## src/rtl/fixed_point_vec_adder_if.sv

```systemverilog
// Handshake and data bundle for the lane-vector fixed-point adder.
// The master side supplies operand vectors and accepts results; the slave side is the adder.
interface fixed_point_vec_adder_if #(
  parameter int LANES = 32,
  parameter int A_W   = 8,
  parameter int B_W   = 16,
  parameter int OUT_W = 16
);

  logic                   in_valid;
  logic                   in_ready;
  logic [LANES*A_W-1:0]   a_vec;
  logic [LANES*B_W-1:0]   b_vec;
  logic                   sub;
  logic                   out_valid;
  logic                   out_ready;
  logic [LANES*OUT_W-1:0] sum_vec;
  logic [LANES-1:0]       ovf;
  logic                   busy;

  modport master (
    output in_valid, a_vec, b_vec, sub, out_ready,
    input  in_ready, out_valid, sum_vec, ovf, busy
  );

  modport slave (
    input  in_valid, a_vec, b_vec, sub, out_ready,
    output in_ready, out_valid, sum_vec, ovf, busy
  );

endinterface

```

## src/rtl/fixed_point_vec_adder.sv

```systemverilog
// Lane-vector fixed-point adder/subtractor.
// Captures an A-format and a B-format vector, aligns both to the output format and adds or
// subtracts PAR lanes per cycle, with per-lane overflow flags and optional saturation.
module fixed_point_vec_adder #(
  parameter int LANES    = 32,
  parameter int PAR      = 8,
  parameter int A_W      = 8,
  parameter int A_FRAC   = 7,
  parameter int B_W      = 16,
  parameter int B_FRAC   = 14,
  parameter int OUT_W    = 16,
  parameter int OUT_FRAC = 14,
  parameter int SAT      = 1
) (
  input  logic                   clk,
  input  logic                   rst_n,
  fixed_point_vec_adder_if.slave bus
);

  localparam int BEATS  = LANES / PAR;
  localparam int BEAT_W = (BEATS > 1) ? $clog2(BEATS) : 1;
  localparam int EW     = OUT_W + 2;
  localparam int A_SH   = OUT_FRAC - A_FRAC;
  localparam int B_SH   = OUT_FRAC - B_FRAC;

  // Representable output range, expressed at the extended width so the compare is exact.
  localparam logic signed [EW-1:0] OUT_MAX = {3'b000, {(OUT_W-1){1'b1}}};
  localparam logic signed [EW-1:0] OUT_MIN = {3'b111, {(OUT_W-1){1'b0}}};

  localparam logic [OUT_W-1:0] SAT_POS = {1'b0, {(OUT_W-1){1'b1}}};
  localparam logic [OUT_W-1:0] SAT_NEG = {1'b1, {(OUT_W-1){1'b0}}};

  typedef enum logic [1:0] {
    IDLE    = 2'd0,
    COMPUTE = 2'd1,
    DONE    = 2'd2
  } state_t;

  state_t                 state_q;
  logic [BEAT_W-1:0]      beat_q;
  logic [BEAT_W-1:0]      beat_d;
  logic                   lastBeat;
  logic [LANES*A_W-1:0]   aVec_q;
  logic [LANES*B_W-1:0]   bVec_q;
  logic                   sub_q;
  logic [LANES*OUT_W-1:0] sumVec_q;
  logic [LANES-1:0]       ovf_q;
  logic                   inReady_q;
  logic                   outValid_q;
  logic                   busy_q;

  // Each entry holds {overflow flag, OUT_W-bit result} for one lane of the current beat.
  logic [OUT_W:0]         laneOut [PAR];

  // One lane: align both operands, add or subtract at OUT_W+2 bits, flag and clamp/wrap.
  function automatic logic [OUT_W:0] laneCalc(
    input logic [A_W-1:0] a,
    input logic [B_W-1:0] b,
    input logic           s
  );
    logic signed [EW-1:0] ae;
    logic signed [EW-1:0] be;
    logic signed [EW-1:0] r;
    logic                 o;
    logic [OUT_W-1:0]     res;
    ae  = {{(EW-A_W){a[A_W-1]}}, a};
    be  = {{(EW-B_W){b[B_W-1]}}, b};
    ae  = ae <<< A_SH;
    be  = be <<< B_SH;
    r   = s ? (ae - be) : (ae + be);
    o   = (r > OUT_MAX) || (r < OUT_MIN);
    res = r[OUT_W-1:0];
    if (o && (SAT != 0)) begin
      res = r[EW-1] ? SAT_NEG : SAT_POS;
    end
    return {o, res};
  endfunction

  // Results for the PAR lanes selected by the current beat, taken from the captured operands.
  always_comb begin
    for (int p = 0; p < PAR; p++) begin
      laneOut[p] = laneCalc(aVec_q[(int'(beat_q) * PAR + p) * A_W +: A_W],
                            bVec_q[(int'(beat_q) * PAR + p) * B_W +: B_W],
                            sub_q);
    end
  end

  // Beat bookkeeping: detect the final beat and form the following beat index.
  always_comb begin
    lastBeat = (beat_q == BEAT_W'(BEATS - 1));
    beat_d   = beat_q + BEAT_W'(1);
  end

  // Control FSM with registered handshake outputs; also captures operands and writes results.
  always_ff @(posedge clk or negedge rst_n) begin
    if (!rst_n) begin
      state_q    <= IDLE;
      beat_q     <= '0;
      aVec_q     <= '0;
      bVec_q     <= '0;
      sub_q      <= 1'b0;
      sumVec_q   <= '0;
      ovf_q      <= '0;
      inReady_q  <= 1'b1;
      outValid_q <= 1'b0;
      busy_q     <= 1'b0;
    end else begin
      case (state_q)
        IDLE: begin
          if (bus.in_valid) begin
            aVec_q    <= bus.a_vec;
            bVec_q    <= bus.b_vec;
            sub_q     <= bus.sub;
            beat_q    <= '0;
            state_q   <= COMPUTE;
            inReady_q <= 1'b0;
            busy_q    <= 1'b1;
          end
        end
        COMPUTE: begin
          for (int p = 0; p < PAR; p++) begin
            sumVec_q[(int'(beat_q) * PAR + p) * OUT_W +: OUT_W] <= laneOut[p][OUT_W-1:0];
            ovf_q[int'(beat_q) * PAR + p]                       <= laneOut[p][OUT_W];
          end
          if (lastBeat) begin
            state_q    <= DONE;
            outValid_q <= 1'b1;
          end else begin
            beat_q <= beat_d;
          end
        end
        DONE: begin
          if (bus.out_ready) begin
            state_q    <= IDLE;
            outValid_q <= 1'b0;
            inReady_q  <= 1'b1;
            busy_q     <= 1'b0;
          end
        end
        default: begin
          state_q    <= IDLE;
          outValid_q <= 1'b0;
          inReady_q  <= 1'b1;
          busy_q     <= 1'b0;
        end
      endcase
    end
  end

  assign bus.in_ready  = inReady_q;
  assign bus.out_valid = outValid_q;
  assign bus.sum_vec   = sumVec_q;
  assign bus.ovf       = ovf_q;
  assign bus.busy      = busy_q;

endmodule

```

## src/flat_wrapper.sv

```systemverilog
// flat-port wrapper written by rule: the top's interface ports become plain ports
module fixed_point_vec_adder_flat 
#(
  parameter int LANES    = 32,
  parameter int PAR      = 8,
  parameter int A_W      = 8,
  parameter int A_FRAC   = 7,
  parameter int B_W      = 16,
  parameter int B_FRAC   = 14,
  parameter int OUT_W    = 16,
  parameter int OUT_FRAC = 14,
  parameter int SAT      = 1
)
  (clk, rst_n, bus_in_valid, bus_a_vec, bus_b_vec, bus_sub, bus_out_ready, bus_in_ready, bus_out_valid, bus_sum_vec, bus_ovf, bus_busy);
  fixed_point_vec_adder_if #(.LANES(LANES), .A_W(A_W), .B_W(B_W), .OUT_W(OUT_W)) bus_i ();
  input  logic clk;
  input  logic rst_n;
  input wire logic [$bits(bus_i.in_valid)-1:0] bus_in_valid;
  input wire logic [$bits(bus_i.a_vec)-1:0] bus_a_vec;
  input wire logic [$bits(bus_i.b_vec)-1:0] bus_b_vec;
  input wire logic [$bits(bus_i.sub)-1:0] bus_sub;
  input wire logic [$bits(bus_i.out_ready)-1:0] bus_out_ready;
  output wire logic [$bits(bus_i.in_ready)-1:0] bus_in_ready;
  output wire logic [$bits(bus_i.out_valid)-1:0] bus_out_valid;
  output wire logic [$bits(bus_i.sum_vec)-1:0] bus_sum_vec;
  output wire logic [$bits(bus_i.ovf)-1:0] bus_ovf;
  output wire logic [$bits(bus_i.busy)-1:0] bus_busy;
  assign bus_i.in_valid = bus_in_valid;
  assign bus_i.a_vec = bus_a_vec;
  assign bus_i.b_vec = bus_b_vec;
  assign bus_i.sub = bus_sub;
  assign bus_i.out_ready = bus_out_ready;
  assign bus_in_ready = bus_i.in_ready;
  assign bus_out_valid = bus_i.out_valid;
  assign bus_sum_vec = bus_i.sum_vec;
  assign bus_ovf = bus_i.ovf;
  assign bus_busy = bus_i.busy;
  fixed_point_vec_adder #(.LANES(LANES), .PAR(PAR), .A_W(A_W), .A_FRAC(A_FRAC), .B_W(B_W), .B_FRAC(B_FRAC), .OUT_W(OUT_W), .OUT_FRAC(OUT_FRAC), .SAT(SAT)) u_core (.clk(clk), .rst_n(rst_n), .bus(bus_i));
endmodule
```

## config.mk

```make
export PLATFORM = sky130hd
export DESIGN_NAME = fixed_point_vec_adder_flat
export DESIGN_NICKNAME = d
export VERILOG_FILES = /design/src/rtl/fixed_point_vec_adder_if.sv /design/src/rtl/fixed_point_vec_adder.sv /design/src/flat_wrapper.sv
export SDC_FILE = /design/constraint.sdc
export NUM_CORES = 2
export LEC_CHECK = 0
export CAP_MARGIN = 20
export CORE_AREA = 2 2 510 512
export CTS_CLUSTER_SIZE = 20
export DETAILED_ROUTE_END_ITERATION = 16
export DIE_AREA = 0 0 512 514
export MAX_ROUTING_LAYER = met4
export RECOVER_POWER = 50
export SYNTH_ARGS = -nofsm -noshare
export SYNTH_HDL_FRONTEND = slang
export SYNTH_SLANG_ARGS = --single-unit
export TNS_END_PERCENT = 50
```

## constraint.sdc

```tcl
create_clock -name clk -period 7.1 [get_ports clk]
set_input_delay 2.13 -clock clk [delete_from_list [all_inputs] [get_ports clk]]
set_output_delay 2.13 -clock clk [all_outputs]
set_load 0.05 [all_outputs]
```

### Yosys cells after proc, flatten, opt, wreduce, memory -nomap -nowiden

Index checks and enable logic that the tools add are counted.

| word-level totals | value |
|---|---|
| logic and storage cells | 209 |
| input port bits | 773 |
| flip-flop bits (word level) | 1320 |

| cells by class | value |
|---|---|
| muxes and demuxes | 71 |
| equality and inequality tests | 7 |
| magnitude comparators | 32 |
| reduce and logical (&&, ||, !) cells | 23 |
| $add $sub $neg | 32 |
| shift-type cells | 32 |
| bitwise logic cells | 2 |

Operators by type and width:

| cell | count |
|---|---|
| $bwmux W512 | 8 |
| $shift A16 B33 Y512 const A | 8 |
| $shiftx A16 B33 Y512 | 8 |
| $shiftx A512 B11 Y16 | 7 |
| $shiftx A256 B10 Y8 | 7 |
| $shiftx A512 B10 Y16 | 1 |
| $bwmux W32 | 8 |
| $mux W16 | 16 |
| $shiftx A256 B9 Y8 | 1 |
| $neg A32 Y33 | 7 |
| $ge A32 B1 Y1 const B | 7 |
| $lt A32 B7 Y1 const B | 7 |
| $gt A18 B16 Y1 const B | 8 |
| $lt A18 B16 Y1 const B | 8 |
| $mux W18 | 8 |
| $add A15 B16 Y17 | 8 |
| $sub A15 B16 Y17 | 8 |
| $demux W1 S5 | 7 |
| $neg A9 Y33 | 1 |
| $add A5 B3 Y6 const B | 4 |
| $mux W1 | 13 |
| $add A5 B2 Y6 const B | 2 |
| $reduce_and A3 Y1 | 4 |
| $mux W2 | 5 |
| 18 further kinds | 38 |

### Logic depth before layout (Yosys ltp)

| logic depth | value |
|---|---|
| word-level depth | 15 |
| mapped depth | 23 |
| depth with buffers taken out | 13 |

### Least setup slack after synthesis

No wires, ideal clock.

| path | value |
|---|---|
| path kind | register to register |
| start point | register u_core.beat_q[0] |
| end point | register u_core.sumVec_q[404] (netlist: u_core.bus.sum_vec[404]) |
| stages on the path, launching flop included | 21 |
| data arrival time | 5.635 ns |
| data required time | 6.979 ns |
| library setup time | 0.121 ns |
| slack | 1.344 ns |
| cells stage by stage | dfrtp_1 -> buf_6 -> buf_6 -> buf_4 -> buf_4 -> buf_1 -> buf_1 -> buf_1 -> mux4_2 -> ha_1 -> clkbuf_1 -> a21o_1 -> a2111oi_0 -> o22ai_1 -> a221oi_1 -> o211ai_1 -> and2_1 -> mux2i_2 -> buf_4 -> nand2_1 -> a22o_1 |

| between the ends | value |
|---|---|
| longest elaborated chain between the ends | 15 |

Ends and longest elaborated chain:

| item | line | RTL |
|---|---|---|
| start: declaration | fixed_point_vec_adder.sv:40 | `logic [BEAT_W-1:0] beat_q;` |
| start signal: assignment | fixed_point_vec_adder.sv:129 | `beat_q <= beat_d;` |
| $add A5 B1 Y6, or another cell as far along | fixed_point_vec_adder.sv:82, fixed_point_vec_adder.sv:83, fixed_point_vec_adder.sv:122 |  |
| $shiftx A512 B11 Y16, or another cell as far along | fixed_point_vec_adder.sv:83 | `bVec_q[(int'(beat_q) * PAR + p) * B_W +: B_W],` |
| $add A15 B16 Y17, or another cell as far along | fixed_point_vec_adder.sv:70 | `r = s ? (ae - be) : (ae + be);` |
| $mux W18, or another cell as far along | fixed_point_vec_adder.sv:70 |  |
| $gt A18 B16 Y1, or another cell as far along | fixed_point_vec_adder.sv:71 | `o = (r > OUT_MAX) \|\| (r < OUT_MIN);` |
| $logic_or A1 B1 Y1 or $mux W16 (tied branches) | fixed_point_vec_adder.sv:71, fixed_point_vec_adder.sv:73 |  |
| $mux W16 or $shiftx A16 B33 Y512 (tied branches) | fixed_point_vec_adder.sv:73, fixed_point_vec_adder.sv:122 |  |
| $shiftx A16 B33 Y512 or $bwmux W512 (tied branches) | fixed_point_vec_adder.sv:122 | `sumVec_q[(int'(beat_q) * PAR + p) * OUT_W +: OUT_W] <= laneOut[p][OUT_W-1:0];` |
| $bwmux W512 (6 in a row) | fixed_point_vec_adder.sv:122 |  |
| $bwmux W512 * | fixed_point_vec_adder.sv:122 |  |
| end signal: indexed assignment | fixed_point_vec_adder.sv:122 |  |
| end: declaration | fixed_point_vec_adder.sv:46 | `logic [LANES*OUT_W-1:0] sumVec_q;` |

Every way passes the cells marked *; elsewhere a longest branch is shown, timed or not.
A chain may end at the register's enable or synchronous reset.

### Worst setup path in the final report

| path | value |
|---|---|
| start point | input port bus_in_valid |
| end point | register u_core.aVec_q[147] |

| between the ends | value |
|---|---|
| longest elaborated chain between the ends | 1 |

Ends and longest elaborated chain:

| item | line | RTL |
|---|---|---|
| start: declaration | flat_wrapper.sv:18 | `input wire logic [$bits(bus_i.in_valid)-1:0] bus_in_valid;` |
| $reduce_and A2 Y1 (no source line) | - |  |
| end signal: assignment | fixed_point_vec_adder.sv:111 | `aVec_q <= bus.a_vec;` |
| end: declaration | fixed_point_vec_adder.sv:43 | `logic [LANES*A_W-1:0] aVec_q;` |

No other way between the ends.

==> impl_metrics.tcl <==
set metrics [dict create \
    async_flop_share_pct 100 \
    routedWlPerCell_um 30.3 \
    status "finished with violations" \
    violations "max-capacitance violations, max-slew violations" \
    dp_hpwl_um 239000 \
    cpPeakStageDelay_ns 1.50 \
    critical_path.top_delay_family "buffers and inverters" \
    fp.dieW_um 512 \
    pre_cts_slack_ns 0.929 \
    yosys.area_share.simple_pct 5.93 \
    synth.area.mux_share_pct 21.4 \
    seq_area_frac_synth_pct 53.4 \
    drc 0 \
    ant_nets 0 \
    syn_area_um2 61800 \
    setup_tns_ns 0 \
    finalHoldViolCount 0 \
    finalCritPeriodShare_pct 92.3 \
    drt_wl_total_um 296000 \
    synth_xor_xnor_area_share_pct 1.60 \
    layout_common_cells "clkdlybuf4s50_1, dfrtp_1, mux2_2, nand2_1, o21ai_0" \
    dr.pass1.iters 6 \
    ys_types 96 \
    htreeDepth 4 \
    crit_fanout 40 \
    rsz0062_at_grt "no" \
    cp.required_ns 7.80 \
    cts_made_buffers 156 \
    drv_slew 794 \
    coreArea_um2 258000 \
    ys.warnings.count 0 \
    path_clk_slew_ns 0.06 \
    clk_root_buffer_cell "clkbuf_16" \
    cp_slowest_cell "clkbuf_1" \
    multiInputGateArea_um2 27200 \
    crit_top_cell "nor2b_1" \
    end_kind "flop" \
    place_congestion 0.911 \
    cts_setup_buffers 0 \
    seqCellArea_um2 33000 \
    critPathBufInv 3 \
    nets 7104 \
    synth_compound_gate_area_share_pct 11.3 \
    vias 48400 \
    die_area_um2 263000 \
    rrSetupSlack_ns 0.84 \
    cts_sinks 1320 \
    setup_viol 0 \
    clockBufferDepth 3 \
    antenna_found_initial 127 \
    cts.repair.resized 0 \
    grt_pass1_wl_um 403000 \
    path_cells "dlygate4sd3_1 > nor2b_1 > nor2b_1 > clkbuf_1 > clkbuf_2 > mux2_2" \
    grt.overflow.total 0 \
    worst_pin_slew_ns 3.43 \
    synth_top_family_by_area "multiplexers" \
    grt_max_degree 169 \
    synth_seq_cells 1320 \
    placementRows 187 \
    synth_fa_ha_area_share_pct 3.55 \
    crit_type "input port to flop" \
    syn_nets 5787 \
    avgSynthCellArea_um2 12.8 \
    grt_use_total_pct 22.5 \
    area_growth_pct 37.4 \
    start_util_pct 24.0 \
    worstSkewPairLatency_ns 0.85 \
    drt-initial-drc-count 4218 \
    fp.dieH_um 514 \
    synth_cells 4846 \
    fmax_mhz 153 \
    max-cap-violations 13 \
    synth_ff_type "dfrtp_1" \
    cts_hold_buf 0 \
    fin_worst_skew_ns 0.0461 \
    finalCriticalPeriod_ns 6.55 \
    first_global_vias 48300 \
    final_common_cell "clkdlybuf4s50_1" \
    crit_arrival_ns 7.25 \
    min_path_type "flop to flop" \
    slew_headroom_pct -128 \
    port_buffers 1319 \
    synth_enable_flop_cells 0 \
    viasPerCell 4.95 \
    worst_slack_ns 0.550 \
    num_io_pins 1320 \
    drive_above_1_share_pct 22.3 \
    fillers 25500 \
    cp-start-kind "input port" \
    cts_tree "yes" \
]
==> worst register-to-register path, stage by stage (launching register included) <==
cell,delay [ns]
dfrtp_4,0.97
buf_4,0.51
buf_4,0.24
mux4_2,0.56
ha_1,0.42
and3_1,0.25
a221oi_1,0.39
a21oi_1,0.15
a211oi_1,0.64
buf_4,0.26
nor2_1,0.08
mux2i_2,0.79
a21boi_0,0.65
o21ai_0,0.21
==> routing by layer <==
layer | vias up | global-route usage (%) | share of wire (%)
met5 | - | - | 0
met2 | 2463 | 33.6 | 45
met4 | 0 | 7.78 | 3.4
met3 | 444 | 7.35 | 9.4
met1 | 25000 | 28.6 | 42
li1 | 20400 | - | -
==> state kept, by name, summed over array words and instances (netlist names), 2 cells and up <==
| signal | count |
|---|---|
| u_core.bVec_q | 512 |
| u_core.bus.sum_vec | 512 |
| u_core.aVec_q | 256 |
| u_core.bus.ovf | 32 |
| u_core.beat_q | 2 |
| u_core.state_q | 2 |
==> cell usage after synthesis (all sizes together) (9+ instances only) <==
cell	number	area, um^2
and2	17	106
o31ai	22	170
clkbuf	225	845
nor3	38	195
buf	61	313
a221o	17	170
xor2	41	359
nor4	11	75.1
mux2	770	8670
o21bai	17	128
o21a	10	75.1
a211oi	22	165
or3	15	93.8
nor2	166	648
nand4	16	100
nand2	425	1600
o21ai	309	1550
nand2b	45	282
a22o	252	2210
o211ai	74	591
or2	10	62.6
ha	160	2000
xnor2	72	631
mux2i	9	93.8
inv	163	612
a31oi	21	131
mux4	197	4440
a21o	39	293
a21oi	130	654
nand3	19	95.1
a221oi	12	130
nor2b	19	119
dfrtp	1319	33000
==> cell type report <==
type                            count  share of cell area (%)
Clock buffer                      201                    5.02
Timing Repair Buffer             1445                    16.8
Multi-Input combinational cell   3077                    32.0
Antenna cell                       94                   0.277
Sequential cell                  1320                    38.9
Inverter                          163                   0.722
Clock inverter                     78                    1.31
Tap cell                         3402                    5.01
==> cell families after synthesis <==
family | after synthesis
AOI/OAI and AO/OA | 1003
xor gates and xnor gates | 113
adders and majority gates | 171
buffers and inverters | 449
DFF | 1320
muxes | 976
and+or+nand+nor | 814
==> per-stage QoR <==
| step | hold WS, ns | cells | util, % | cell area [um^2] |
|---|---|---|---|---|
| floorplan | 0.475 | 4846 | - | 61800 |
| CTS | 0.483 | 9684 | 32.9 | 84900 |
| global placement | 0.460 | 9397 | 30.8 | 79400 |
| global route | 0.508 | 9763 | 32.9 | 84900 |
| detailed placement | 0.471 | 9405 | 30.8 | 79500 |
| finish | 0.480 | 9780 | 32.9 | 84900 |
==> path summary, 6_finish.rpt <==
kind / startpoint / endpoint / depth (start not counted)
min: u_core.bus.ovf[16] / u_core.bus.ovf[16] / 2
max: bus_in_valid / u_core.aVec_q[147] / 6
max in group asynchronous: rst_n / u_core.bus.sum_vec[318] / 2
min in group asynchronous: rst_n / u_core.bVec_q[381] / 1
min reg2reg: u_core.bus.ovf[16] / u_core.bus.ovf[16] / 2
max reg2reg: u_core.beat_q[0] / u_core.bus.sum_vec[273] / 13
Power is not shown: default switching activity piles up to over one toggle a cycle in this logic, so the estimate is an artifact.
